$ cat src/rtl/alu_op_sequencer.sv
// Request/response sequencer that decodes ALUOp/funct into an ALU control code,
// holds operands for ALU_LATENCY cycles, then captures the ALU result.
module alu_op_sequencer #(
  parameter int unsigned ALU_LATENCY = 1
) (
  input  logic        clk,
  input  logic        rst_n,
  input  logic        req_valid,
  output logic        req_ready,
  input  logic [1:0]  req_aluop,
  input  logic [5:0]  req_funct,
  input  logic [31:0] req_a,
  input  logic [31:0] req_b,
  output logic [31:0] alu_in1,
  output logic [31:0] alu_in2,
  output logic [3:0]  alu_ctrl,
  input  logic [31:0] alu_result,
  input  logic        alu_zero,
  output logic        rsp_valid,
  input  logic        rsp_ready,
  output logic [31:0] rsp_result,
  output logic        rsp_zero,
  output logic        rsp_err
);

  typedef enum logic [1:0] {IDLE, EXEC, RESP} state_t;

  localparam logic [3:0] LAT = 4'(ALU_LATENCY);

  state_t     state, state_nx;
  logic [3:0] cnt;
  logic [3:0] dec_code;
  logic       dec_legal;
  logic       accept;
  logic       exec_done;

  always_comb begin
    dec_code  = '0;
    dec_legal = 1'b0;
    unique case (req_aluop)
      2'b00: begin dec_code = 4'd1; dec_legal = 1'b1; end
      2'b01: begin dec_code = 4'd2; dec_legal = 1'b1; end
      2'b10: begin
        dec_legal = 1'b1;
        case (req_funct)
          6'h20:   dec_code = 4'd1;
          6'h22:   dec_code = 4'd2;
          6'h24:   dec_code = 4'd3;
          6'h25:   dec_code = 4'd4;
          6'h27:   dec_code = 4'd5;
          6'h2A:   dec_code = 4'd6;
          6'h2B:   dec_code = 4'd7;
          6'h00:   dec_code = 4'd8;
          6'h02:   dec_code = 4'd9;
          default: dec_legal = 1'b0;
        endcase
      end
      default: dec_legal = 1'b0;
    endcase
  end

  // Gated by rst_n so the block never advertises readiness while held in reset.
  assign req_ready = rst_n && (state == IDLE);
  assign accept    = req_valid && req_ready;
  assign rsp_valid = (state == RESP);
  // Counter reaches zero on this edge; <= also covers a stray zero count.
  assign exec_done = (state == EXEC) && (cnt <= 4'd1);

  always_comb begin
    state_nx = state;
    unique case (state)
      IDLE: if (accept) state_nx = dec_legal ? EXEC : RESP;
      EXEC: if (exec_done) state_nx = RESP;
      RESP: if (rsp_ready) state_nx = IDLE;
      default: state_nx = IDLE;
    endcase
  end

  always_ff @(posedge clk or negedge rst_n) begin
    if (!rst_n) begin
      state      <= IDLE;
      cnt        <= '0;
      alu_in1    <= '0;
      alu_in2    <= '0;
      alu_ctrl   <= '0;
      rsp_result <= '0;
      rsp_zero   <= 1'b0;
      rsp_err    <= 1'b0;
    end else begin
      state <= state_nx;
      if (accept && dec_legal) begin
        alu_in1  <= req_a;
        alu_in2  <= req_b;
        alu_ctrl <= dec_code;
        cnt      <= LAT;
      end else if (state == EXEC && cnt != '0) begin
        cnt <= cnt - 4'd1;
      end
      if (accept && !dec_legal) begin
        rsp_result <= '0;
        rsp_zero   <= 1'b0;
        rsp_err    <= 1'b1;
      end else if (exec_done) begin
        rsp_result <= alu_result;
        rsp_zero   <= alu_zero;
        rsp_err    <= 1'b0;
      end
    end
  end

endmodule

$ cat config.mk
export PLATFORM = sky130hd
export DESIGN_NAME = alu_op_sequencer
export DESIGN_NICKNAME = d
export VERILOG_FILES = /design/src/rtl/alu_op_sequencer.sv
export SDC_FILE = /design/constraint.sdc
export NUM_CORES = 1
export LEC_CHECK = 0
export CORE_ASPECT_RATIO = 1.2
export CORE_UTILIZATION = 44
export DETAILED_ROUTE_END_ITERATION = 8
export PLACE_DENSITY = 0.85
export SLEW_MARGIN = 20
export SYNTH_ARGS = -nofsm -noshare
export SYNTH_HDL_FRONTEND = slang
export SYNTH_SLANG_ARGS = --single-unit
export TNS_END_PERCENT = 5
$ cat constraint.sdc
create_clock -name clk -period 4.4 [get_ports clk]
set_clock_uncertainty 0.1 [all_clocks]
set_input_delay 0.88 -clock clk [delete_from_list [all_inputs] [get_ports clk]]
set_output_delay 0.88 -clock clk [all_outputs]
set_load 0.005 [all_outputs]
# Word level (Yosys, flattened, before mapping)
# Index checks and enable logic that the tools add are counted.
# word_totals
regBits	108
in_bits	109
wordCells	58
# classes
addsub	1
n_lt_le_gt_ge	1
eq_ne	15
muxes	17
n_reduce_logical	16
# ops
cell	n
$mux 32	2
$eq 6x6->1 const B	7
$pmux 4 s9	1
$pmux 4 s3	1
$reduce_or 9->1	1
$mux 2	4
$mux 4	2
$eq 6x2->1 const B	1
$logic_and 1x1->1	6
$logic_not 6->1	1
$pmux 2 s3	1
$mux 1	5
$eq 2x1->1 const B	2
$eq 2x2->1 const B	2
$le 4x1->1 const B	1
$logic_not 2->1	2
$ne 2x2->1 const B	2
$reduce_bool 2->1	2
$reduce_bool 4->1	1
$sub 4x1->4 const B	1
$reduce_and 3->1	1
$ne 2x1->1 const B	1
$pmux 1 s2	1
$reduce_or 2->1	1
$logic_not 1->1	1

# Depth between registers and ports, before layout
# logic_depth
word_depth	7
depth_mapped	8

# Worst setup path before layout
# Ideal clock, no wire load.
# synth_path
path_type	in2reg
from	in req_funct[2]
to	reg alu_in1[19]
setup_ns	0.125
t_arrival_ns	2.192
t_required_ns	4.175
path_slack_ns	1.983
cell_stages	7
n_path_buf	3
cell_sequence	buf_6 and4b_1 nand2_1 a31oi_4 buf_6 buf_12 mux2_4
# synth_between
elab_chain_cells	5
# synth_lines
item	line	source
start: declaration	11	input logic [5:0] req_funct,
$eq 6x2->1 (tied with other cells)	45	case (req_funct)
$reduce_or 9->1 (no source line) (*)	--	
$mux 1 (*)	45	
$pmux 1 s2 (*)	40	unique case (req_aluop)
$logic_and 1x1->1 (*)	91	if (accept && dec_legal) begin
end signal: assignment	92	alu_in1 <= req_a;
end: declaration	14	output logic [31:0] alu_in1,
# Mark *: on every way between the ends. The rest lies on a longest branch, timed or not.
# A chain may end at the register's enable or synchronous reset.

# Worst setup path after layout
# layout_path
from	in req_funct[2]
to	reg alu_in1[15]
# Same word-level chain as after synthesis.

==> flow_metrics.py <==
metrics = {
    "clocking": {
        "cts_root_buffer": "clkbuf_16",
        "htree_num_levels": 3,
        "cts_setup_buffers": 0,
        "clkLatencyLatePin_ns": 0.33,
        "numClockSinks": 108,
        "cts_tree": "built",
        "hold_buffers": 0,
        "cts_buffers": 9,
        "cts.clk_slew.worst_paths_ns": 0.07,
        "cts_resized": 0,
        "cts_buffer_depth": 2,
    },
    "setup_path": {
        "crit_required_ns": 4.52,
        "critPathLaunchType": "primary input",
        "end_kind": "register",
        "path_class": "in -> reg",
        "cp.arrival_ns": 2.90,
        "worst-path-max-fanout": 68,
    },
    "yosys": {
        "synth_area_mm2": 0.004512,
        "seq_area_frac_synth_pct": 59.90,
        "synth_top_cell_by_area": "dfrtp_1",
        "synth_nets": 476,
        "synth_area_leaders": "dfrtp_1 60%, mux2_2 12%, nand2_1 6.3%",
        "async_flop_share_pct": 100.0,
        "synth_top_area_share_pct": 59.90,
        "dominantRegCellSynth": "dfrtp_1",
        "ys_seq_elements": 108,
        "syn_avg_cell_area_um2": 12.36,
        "yosysUniqueCellTypes": 43,
        "synth_most_common_cell": "dfrtp_1",
        "synthTopCellsByCount": "108 x dfrtp_1, 76 x nand2_1, 48 x mux2_2",
        "yosysWarnings": 0,
        "synth_edf_count": 0,
        "netlist_instances": 365,
    },
    "finish": {
        "area.growth.synth_to_final_pct": 54.96,
        "final_cell_count_no_fill": 704,
        "fin_nets": 684,
        "drive_above_1_share_pct": 15.74,
        "fillers": 722,
        "n_antenna_cell": 0,
    },
    "global_route": {
        "grt_start_max_net_pins": 69,
        "grt_pass1_vias": 3682,
        "grt_pass1_wl_mm": 18.15,
        "grt_overflow": 0,
        "grt_antenna_before_repair": 0,
        "grtUsageTotal_pct": 22.24,
    },
    "floorplan": {
        "die_area_mm2": 0.01066,
        "initial_core_util_pct": 45.07,
        "core_mm2": 0.01001,
        "die_h_um": 112.9,
        "fp-row-count": 40,
        "io_pins": 213,
        "die_w_um": 94.44,
    },
    "drt": {
        "dr.pass1.iters": 4,
        "viasPerCell": 5.116,
        "drc_errors": 0,
        "drt-initial-drc-count": 127,
        "final_antenna_net_count": 0,
        "wl_per_cell_um": 16.74,
        "route.vias.total": 3602,
        "drt-total-wl_mm": 11.78,
    },
    "timing": {
        "max_freq_mhz": 360.1,
        "timing.hold.ws_ns": 0.3781,
        "finalSetupTns_ns": 0,
        "finalHoldViolCount": 0,
        "slew_viol_final": 0,
        "timing.final.crit_share_pct": 63.12,
        "tightest_slew_ns": 0.7084,
        "rsz0062_at_grt": "no",
        "slew_headroom_pct": 52.77,
        "finalSetupViolCount": 0,
        "period_needed_ns": 2.777,
        "setup_ws_ns": 1.623,
    },
    "pwr": {
        "p_sw_mw": 1.184,
        "p_comb_share_pct": 42.2,
        "ir_drop_mv": 0.2861,
        "power_frac_clock_pct": 18.0,
        "switching_share_pct": 28.40,
        "intPower_mw": 2.984,
        "p_leak_nw": 2.911,
        "seqPwrFrac_pct": 39.8,
        "power_density_mw_per_mm2": 596.2,
    },
    "place": {
        "dpl_worst_slack_ns": 1.289,
        "io_buffers": 212,
        "gp_congestion": 0.7675,
        "placedCellCount": 688,
        "dp_hpwl_mm": 8.719,
    },
    "hold_path": {
        "hold_path_class": "reg -> reg",
    },
    "job": {
        "maxCapViolations": 0,
    },
    "outcome": {
        "outcome": "complete, no violations",
    },
}
final cells by class:
cell class	instances	area (µm²)	area share, %
inverter	5	18.77	0.2684
sequential	108	2703	38.65
clock buffer	11	242.7	3.472
clock inverter	5	37.54	0.5369
multi-input combinational	232	1663	23.78
tap	126	157.7	2.255
timing repair buffer	217	2170	31.03
power by group through the flow:
| stage | registers (mW) | clock network (mW) | logic (mW) |
|---|---|---|---|
| after floorplan | 1.68 | 0 | 0.654 |
| after global placement | 1.65 | 0 | 1.71 |
| after detailed placement | 1.68 | 0 | 1.77 |
| after CTS | 1.66 | 0.770 | 1.78 |
| after global routing | 1.71 | 0.808 | 1.89 |
| final | 1.66 | 0.751 | 1.76 |
worst paths after layout:
path	startpoint	endpoint	slack, ns	cells after the start
max	req_funct[2]	alu_in1[15]	1.62	6
min	rsp_err	rsp_err	0.38	1
max reg2reg	cnt[1]	rsp_result[29]	2.09	6
min reg2reg	rsp_err	rsp_err	0.38	1
max in group asynchronous	rst_n	alu_in1[18]	2.45	3
min in group asynchronous	rst_n	cnt[1]	0.58	2
stage by stage:
step,total power [mW],cell area [µm²],util [%]
floorplan,2.338,4512,-
global placement,3.365,6710,67.04
detailed placement,3.448,6710,67.04
CTS,4.212,6990,69.84
global route,4.407,6992,69.85
finish,4.168,6992,69.85
sequential cells by signal, indices dropped and copies added (netlist names):
| register | flops |
|---|---|
| state | 2 |
| rsp_result | 32 |
| cnt | 4 |
| rsp_err | 1 |
| rsp_zero | 1 |
| alu_in1 | 32 |
| alu_in2 | 32 |
| alu_ctrl | 4 |
cell usage in the layout (no fill, tap or decap), types with 2 or more instances in the layout:
cell type        count
clkdlybuf4s50_1    211
and2_1               2
mux2_2              48
nor2_1               9
nor4_1               2
buf_4                5
mux2_4              16
xor2_1               2
nand2b_1             4
ha_1                 2
nand3_1              4
a211o_1              3
a21oi_1             35
inv_1                5
clkbuf_16            9
clkinv_4             2
nand2_1             76
a211oi_1             3
dfrtp_1            108
o21ai_0              2
nor3_1               4
clkinvlp_4           2
worst max-delay path, cell delays in order:
cell,delay (ns)
clkdlybuf4s50_1,0.56
and4b_1,0.34
nand2_1,0.11
a31oi_4,0.23
buf_12,0.36
mux2_2,0.39
cell families (layout without fill, tap and decap cells):
kind of cell,after synthesis,in the layout,share of synthesized area (%)
compound gates,52,52,7.321
flops,108,108,59.90
buf+inv,25,238,3.466
fa+ha+maj,2,2,0.5545
mux,64,64,17.30
xor+xnor,3,3,0.5825
simple gates,111,111,10.87
routing by layer:
metal  vias up  GRT usage (%)  share of wire (%)
met2       125          39.90                 53
li1       1670              -                  -
met5         -              0                  0
met4         0          12.31                4.0
met1      1774          24.72                 38
met3        33          3.495                5.2
No activity file was read; power rests on OpenSTA's default activity.
